## config.mk

```make
export PLATFORM = sky130hd
export DESIGN_NAME = conv_read_control
export DESIGN_NICKNAME = d
export VERILOG_FILES = /design/src/rtl/conv_pkg.sv /design/src/rtl/conv_mac.sv /design/src/rtl/conv_read_control.sv
export SDC_FILE = /design/constraint.sdc
export NUM_CORES = 1
export LEC_CHECK = 0
export CAP_MARGIN = 20
export CORE_ASPECT_RATIO = 0.5
export CORE_UTILIZATION = 49
export CTS_CLUSTER_DIAMETER = 80
export DETAILED_ROUTE_END_ITERATION = 16
export MAX_ROUTING_LAYER = met4
export PLACE_DENSITY = 0.77
export SYNTH_ARGS = -nofsm -noshare
export SYNTH_HDL_FRONTEND = slang
export SYNTH_SLANG_ARGS = --single-unit
export TNS_END_PERCENT = 30
```

## constraint.sdc

```tcl
create_clock -name clk -period 7.65 [get_ports clk]
set_input_delay 2.295 -clock clk [delete_from_list [all_inputs] [get_ports clk]]
set_output_delay 2.295 -clock clk [all_outputs]
set_load 0.05 [all_outputs]
```

## src/rtl/conv_pkg.sv

```systemverilog
// Shared types and widths for the convolution read path.
package conv_pkg;

  typedef enum logic [1:0] {IDLE, READ, HOLD, DONE} conv_rd_state_t;

  localparam int IN_W   = 8;
  localparam int PROD_W = 16;
  localparam int ACC_W  = 18;

endpackage

```

## src/rtl/conv_mac.sv

```systemverilog
// Signed 8x8 multiply with sign-extended 18-bit accumulation; clear wins over en.
module conv_mac
  import conv_pkg::*;
(
  input  logic                    clk,
  input  logic                    reset,
  input  logic                    clear,
  input  logic                    en,
  input  logic signed [IN_W-1:0]  a,
  input  logic signed [IN_W-1:0]  b,
  output logic signed [ACC_W-1:0] sum
);

  logic signed [PROD_W-1:0] prod;
  logic signed [ACC_W-1:0]  prod_ext;
  logic signed [ACC_W-1:0]  acc_reg;

  assign prod     = a * b;
  assign prod_ext = {{(ACC_W-PROD_W){prod[PROD_W-1]}}, prod};
  // sum already includes the current product so the final tap can be captured in the same cycle
  assign sum      = acc_reg + (en ? prod_ext : '0);

  always_ff @(posedge clk) begin
    if (reset || clear) begin
      acc_reg <= '0;
    end else if (en) begin
      acc_reg <= sum;
    end
  end

endmodule

```

## src/rtl/conv_read_control.sv

```systemverilog
// Sequences x/f memory reads, accumulates each window and streams the results out.
module conv_read_control
  import conv_pkg::*;
#(
  parameter int XSIZE    = 8,
  parameter int FSIZE    = 4,
  parameter int XLOGSIZE = 3,
  parameter int FLOGSIZE = 2
) (
  input  logic                    clk,
  input  logic                    reset,
  input  logic                    start,
  output logic [XLOGSIZE-1:0]     m_addr_x,
  output logic [FLOGSIZE-1:0]     m_addr_f,
  input  logic signed [IN_W-1:0]  m_data_x,
  input  logic signed [IN_W-1:0]  m_data_f,
  output logic                    rd_active,
  output logic signed [ACC_W-1:0] m_data_out_y,
  output logic                    m_valid_y,
  input  logic                    m_ready_y,
  output logic                    conv_done
);

  localparam int NOUT = XSIZE - FSIZE + 1;
  localparam int CW   = $clog2(FSIZE + 1);
  localparam int NW   = $clog2(NOUT + 1);

  conv_rd_state_t          state_reg, state_next;
  logic [NW-1:0]           n_reg, n_next;
  logic [CW-1:0]           c_reg, c_next;
  logic signed [ACC_W-1:0] y_reg, y_next;
  logic signed [ACC_W-1:0] mac_sum;
  logic                    mac_en, mac_clear;
  logic                    addr_phase;

  conv_mac u_mac (
    .clk   (clk),
    .reset (reset),
    .clear (mac_clear),
    .en    (mac_en),
    .a     (m_data_x),
    .b     (m_data_f),
    .sum   (mac_sum)
  );

  always_ff @(posedge clk) begin
    if (reset) begin
      state_reg <= IDLE;
      n_reg     <= '0;
      c_reg     <= '0;
      y_reg     <= '0;
    end else begin
      state_reg <= state_next;
      n_reg     <= n_next;
      c_reg     <= c_next;
      y_reg     <= y_next;
    end
  end

  always_comb begin
    state_next = state_reg;
    n_next     = n_reg;
    c_next     = c_reg;
    y_next     = y_reg;
    mac_en     = 1'b0;
    mac_clear  = 1'b0;
    case (state_reg)
      IDLE: begin
        if (start) begin
          state_next = READ;
          n_next     = '0;
          c_next     = '0;
        end
      end
      READ: begin
        // data arriving at cycle c belongs to the address issued at c-1
        mac_en = (c_reg != '0);
        if (c_reg == CW'(FSIZE)) begin
          y_next     = mac_sum;
          mac_clear  = 1'b1;
          state_next = HOLD;
        end else begin
          c_next = c_reg + CW'(1);
        end
      end
      HOLD: begin
        if (m_ready_y) begin
          if (n_reg == NW'(NOUT - 1)) begin
            state_next = DONE;
          end else begin
            n_next     = n_reg + NW'(1);
            c_next     = '0;
            state_next = READ;
          end
        end
      end
      DONE: begin
        state_next = IDLE;
      end
      default: state_next = IDLE;
    endcase
  end

  assign addr_phase   = (state_reg == READ) && (c_reg < CW'(FSIZE));
  assign m_addr_x     = addr_phase ? (XLOGSIZE'(n_reg) + XLOGSIZE'(c_reg)) : '0;
  assign m_addr_f     = addr_phase ? FLOGSIZE'(c_reg) : '0;
  assign rd_active    = (state_reg == READ) || (state_reg == HOLD);
  assign m_valid_y    = (state_reg == HOLD);
  assign conv_done    = (state_reg == DONE);
  assign m_data_out_y = y_reg;

endmodule

```

==> results of run 1 <==
cell usage after synthesis, types with 2 or more instances:
master and number:
nor3_1 5, fa_1 57, mux2i_1 2, o31ai_2 2
nor2_1 37, a31oi_1 3, o21ai_1 3, inv_1 101
nand2_1 52, xor2_1 9, clkbuf_1 11, and3_1 5
or3_1 6, o21ai_0 16, nand3_1 5, a22o_1 12
o21a_1 11, dfxtp_1 44, a21o_1 13, xnor2_1 23
and2_1 53, a211oi_1 7, nand2b_1 6, a21oi_1 30
nor2b_1 3, ha_1 53
logic make-up after synthesis:
| logic type | synth area share, % |
|---|---|
| flip-flops | 17.4 |
| buffers and inverters | 8.40 |
| AND/OR/NAND/NOR | 17.6 |
| XOR/XNOR | 5.55 |
| multiplexers | 0.891 |
| AO/OA/AOI/OAI | 14.4 |
| adder cells (fa/ha/maj) | 35.7 |
power by group:
part           leakage, uW  internal (uW)  switching, uW  total [uW]
Clock            0.0000808            154           86.7         240
Sequential        0.000355            238           9.80         248
Combinational      0.00273            549            557        1110
Total              0.00317            941            653        1590
through the flow:
step	setup WS (ns)	setup TNS (ns)	hold slack, ns
finish	0.0462	0	0.454
global route	-0.149	-0.253	0.485
CTS	0.00297	0	0.463
detailed placement	-0.771	-6.14	0.454
global placement	-0.741	-4.94	0.436
floorplan	0.00587	0	0.441
worst min-delay path, stage by stage, from the launching register on:
cell and delay, ns:
dfxtp_1 0.31, nand2_1 0.05, o21ai_1 0.05
routing by layer:
metal,vias up,global-route usage [%],routed length (um)
li1,2137,-,-
met1,2019,30.4,5500
met2,102,37.0,5310
met3,12,2.42,493
met4,0,6.67,144
met5,-,-,0
path summary, 6_finish.rpt:
| check | end | depth (start not counted) |
|---|---|---|
| worst max-delay path | u_mac.acc_reg[17]$_SDFFE_PP0P_ | 25 |
| worst min-delay path | m_data_out_y[17]$_SDFFE_PP0P_ | 2 |
| worst max register to register | u_mac.acc_reg[17]$_SDFFE_PP0P_ | 15 |
| worst min register to register | m_data_out_y[17]$_SDFFE_PP0P_ | 2 |
what timing repair did:
item / 4_1_cts / 5_1_grt
setup endpoints to repair: 10 / 6
resized for setup: 64 / 59
pin swaps: 11 / 36
hold endpoints to repair: 0 / 0
cloned: 0 / 0
buffers inserted: 1 / 1
area by class of cell:
type                       instances  area [um^2]  share of cell area (%)
clock buffer                       6          129                    1.98
clock inverter                     2         35.0                   0.538
inverter                         102          385                    5.91
multi-input combinational        433         3940                    60.4
sequential                        44          881                    13.5
tap                              135          169                    2.59
timing repair buffer             122          980                    15.0
==> impl_metrics.tcl, run 1 <==
set metrics [dict create \
    setup_viol 0 \
    nFillCells 789 \
    wl_mm 11.4 \
    cts.path.max_buffers 2 \
    r2r-start "state_reg[1]$_SDFFE_PP0P_" \
    start_util_pct 51.9 \
    ys.flop_type "dfxtp_1" \
    r2r_slack_ns 3.87 \
    hp-class "reg2reg" \
    cpMostUsedCell "fa_1" \
    drt_iter0_drc 247 \
    min-delay-start "m_data_out_y[17]$_SDFFE_PP0P_" \
    startpoint_type "input port" \
    drive_above_1_share_pct 22.0 \
    grtUsageTotal_pct 22.8 \
    crit_type "in2reg" \
    fmax_mhz 132 \
    maxSlewHeadroom_pct 38.3 \
    p_total_uw 1590 \
    rows 25 \
    slowest_delay_ns 0.53 \
    postLayoutCoreUtil_pct 67.0 \
    vias_per_cell 5.06 \
    tightestPinTransition_ns 0.921 \
    clkSinkCount 44 \
    cp.arrival_ns 7.82 \
    h-tree-depth 2 \
    cts_inserted_buffers 5 \
    cp_top_family "adder cells" \
    globalplace.congestion 0.915 \
    die_h_um 73.8 \
    grt_pass1_wl_mm 19.1 \
    synth_area_um2 5050 \
    p_leak_uw 0.00317 \
    status "complete, no violations" \
    drcViolationCount 0 \
    synth_area_leader_cell "fa_1" \
    hold_viol 0 \
    antenna_left 0 \
    dr.pass1.iters 4 \
    clkTransAtPathRegs_ns 0.06 \
    required_ns 7.86 \
    ys_types 47 \
    synth_cells 590 \
    yosysSeqAreaShare_pct 17.4 \
    synth_edf_count 0 \
    antenna_found_initial 0 \
    final_common_cell "inv_1" \
    maxSlewViolCount 0 \
    grt_overflow 0 \
    io_buffer_count 45 \
    placed_area_um2 6230 \
    netlist_top_cells_area "fa_1, dfxtp_1, ha_1, inv_1, and2_1" \
    wl_per_cell_um 13.6 \
    syn_avg_cell_area_um2 8.56 \
    grt_setup_unrepaired "true" \
    clockRootBuffer "clkbuf_16" \
    synth_top_area_share_pct 22.6 \
    place_hpwl_mm 9.33 \
    ys_async_sr_fraction_pct 0 \
    cp-startpoint "m_data_x[7]" \
    synthesis.nets 720 \
    crit_slowest_cell "fa_1" \
    fin_crit_ns 7.60 \
    clock-skew-final_ns 0.00672 \
    fp.coreArea_um2 9730 \
    cap_violations 0 \
    period_share_pct 99.4 \
    hold_buffers 0 \
    power_density_nw_per_um2 245 \
    cp-end-kind "flop" \
    critPathBufInv 5 \
    final_cells 844 \
    die-area_um2 10700 \
    cts_tree "done" \
    grt_max_degree 31 \
    die_w_um 146 \
    yosysWarnings 0 \
    area_growth_pct 29.0 \
    path_max_fanout 8 \
    dp_cells 834 \
    ys_seq_elements 44 \
    io_pins 46 \
    final_cell_mix "inv_1, buf_4, fa_1" \
    ir_drop_uv 129 \
    grt_pass1_vias 4166 \
    layout.nets 838 \
    worst_skew_pair.late_latency_ns 0.29 \
    dr_total_vias 4270 \
    diodes 0 \
    finalInstanceArea_um2 6520 \
]
Power figures use the tool's default switching activity.
==> run 2, diff against run 1 <==
--- a/config.mk
+++ b/config.mk
@@ -7,11 +7,12 @@
 export LEC_CHECK = 0
 export CAP_MARGIN = 20
 export CORE_ASPECT_RATIO = 0.5
-export CORE_UTILIZATION = 49
+export CORE_UTILIZATION = 55
 export CTS_CLUSTER_DIAMETER = 80
 export DETAILED_ROUTE_END_ITERATION = 16
+export DONT_BUFFER_PORTS = 1
 export MAX_ROUTING_LAYER = met4
-export PLACE_DENSITY = 0.77
+export PLACE_DENSITY = 0.78
 export SYNTH_ARGS = -nofsm -noshare
 export SYNTH_HDL_FRONTEND = slang
 export SYNTH_SLANG_ARGS = --single-unit
==> run 2 against run 1 <==
  * Clock skew is 0.0028 ns lower
  * Setup slack better by 0.17 ns
  * Clock-buffer cell count is 1 lower
  * Final cell count is 12% lower
  * Combinational power is 15% lower
  * Critical path type unchanged
  * Highest routed layer unchanged
==> impl_metrics.tcl, run 2 (synthesis gave the netlist of run 1 again) <==
set metrics [dict create \
    hp-class "reg2reg" \
    cts.path.max_buffers 2 \
    nFillCells 744 \
    fin_crit_ns 7.43 \
    grt_overflow 0 \
    diodes 0 \
    cp.arrival_ns 7.64 \
    io_buffer_count 0 \
    grt_busiest_layer "met2" \
    wl_per_cell_um 14.7 \
    cp_top_family "adder cells" \
    crit_type "in2reg" \
    groute.layer.met1.usage_pct 34.2 \
    startpoint_type "input port" \
    dp_cells 733 \
    p_total_uw 1400 \
    final_cells 741 \
    dr.pass1.iters 4 \
    setup_viol 0 \
    fmax_mhz 135 \
    cp-end-kind "flop" \
    clockRootBuffer "clkbuf_16" \
    dr_total_vias 3971 \
    met2_usage_pct 37.8 \
    final_common_cell "inv_1" \
    hold_viol 0 \
    final_cell_mix "inv_1, fa_1, and2_1" \
    cts_tree "done" \
    rows 24 \
    die_w_um 138 \
    layout.nets 754 \
    die-area_um2 9600 \
    antenna_left 0 \
    area_growth_pct 12.4 \
    die_h_um 69.8 \
    grtUsageTotal_pct 24.5 \
    hold_ws_ns 0.461 \
    tightestPinTransition_ns 0.856 \
    drt_iter0_drc 172 \
    antenna_found_initial 0 \
    fin_ws_ns 0.218 \
    fp.coreArea_um2 8800 \
    period_share_pct 97.2 \
    critPathBufInv 2 \
    drcViolationCount 0 \
    io_pins 46 \
    place_hpwl_mm 8.98 \
    maxSlewHeadroom_pct 42.7 \
    required_ns 7.86 \
    globalplace.congestion 0.902 \
    grt.met3_usage_pct 3.36 \
    dpl_worst_slack_ns -0.184 \
    start_util_pct 57.4 \
    drive_above_1_share_pct 11.4 \
    clkTransAtPathRegs_ns 0.06 \
    h-tree-depth 2 \
    status "complete, no violations" \
    clock-skew-final_ns 0.00397 \
    maxSlewViolCount 0 \
    cap_violations 0 \
    cts_inserted_buffers 5 \
    wl_mm 10.9 \
    finalInstanceArea_um2 5680 \
    grt_max_degree 31 \
    placed_area_um2 5480 \
    p_leak_uw 0.00277 \
    path_max_fanout 8 \
    ir_drop_uv 209 \
    power_density_nw_per_um2 247 \
    slowest_delay_ns 0.54 \
    grt_pass1_vias 3909 \
    cp_cell_sequence "and2_1 -> fa_1 -> ha_1 -> inv_1 -> fa_1 -> fa_1 -> inv_1 -> ha_1 -> a21o_1 -> a21o_1 -> a21o_1 -> a21o_1 -> a31oi_2 -> xor2_1 -> nor2_1 -> ha_1 -> a21oi_2 -> o21a_1 -> a21oi_2 -> or4_1 -> mux2_4 -> or3_4 -> a21oi_2" \
    grt_pass1_wl_mm 17.9 \
    clkSinkCount 44 \
    vias_per_cell 5.36 \
    crit_slowest_cell "fa_1" \
    worst_skew_pair.late_latency_ns 0.29 \
    cpMostUsedCell "a21o_1" \
]
==> run 2: what timing repair did <==
action	in CTS	in global routing
gates resized for setup	0	10
setup buffers	0	1
hold buffers	0	0
endpoints found under the setup margin	0	3
==> run 2: worst paths after layout <==
check / endpoint / slack (ns) / cells past startpoint / startpoint
max: u_mac.acc_reg[17]$_SDFFE_PP0P_ / 0.22 / 23 / m_data_x[2]
min: u_mac.acc_reg[2]$_SDFFE_PP0P_ / 0.46 / 2 / u_mac.acc_reg[2]$_SDFFE_PP0P_
max reg2reg: u_mac.acc_reg[16]$_SDFFE_PP0P_ / 3.69 / 16 / state_reg[1]$_SDFFE_PP0P_
min reg2reg: u_mac.acc_reg[2]$_SDFFE_PP0P_ / 0.46 / 2 / u_mac.acc_reg[2]$_SDFFE_PP0P_
==> run 2: per-layer routing <==
layer	wire length [um]	vias up
li1	-	1973
met1	5300	1885
met2	4790	101
met3	697	12
met4	113	0
met5	0	-
==> run 2: power breakdown <==
part / switching, uW / internal, uW
clock network: 87.6 / 118
logic: 505 / 443
registers: 10.4 / 238
==> run 2: worst register-to-register path, cell delays in order (launching register included) <==
cell	delay [ns]
dfxtp_1	0.33
inv_1	0.12
ha_1	0.35
a21boi_1	0.21
buf_4	0.29
and3_1	0.25
ha_1	0.21
inv_1	0.07
fa_1	0.41
nor2b_1	0.17
o31a_1	0.23
o221ai_1	0.22
a21oi_1	0.29
o21a_1	0.17
mux2i_1	0.11
or3_1	0.34
a21oi_1	0.14
==> run 2: layout make-up <==
type	instances	area, um^2	share of cell area, %
Inverter	102	383	6.74
Multi-Input combinational cell	433	3840	67.7
Clock buffer	5	125	2.20
Timing Repair Buffer	38	285	5.03
Tap cell	117	146	2.58
Clock inverter	2	12.5	0.220
Sequential cell	44	881	15.5
==> run 2: through the flow <==
stage                     TNS (ns)  util (%)
after detailed placement    -0.318      62.2
after CTS                        0      63.8
final                            0      64.5
after floorplan                  0         -
after global routing      -0.00214      64.5
after global placement     -0.0619      62.2
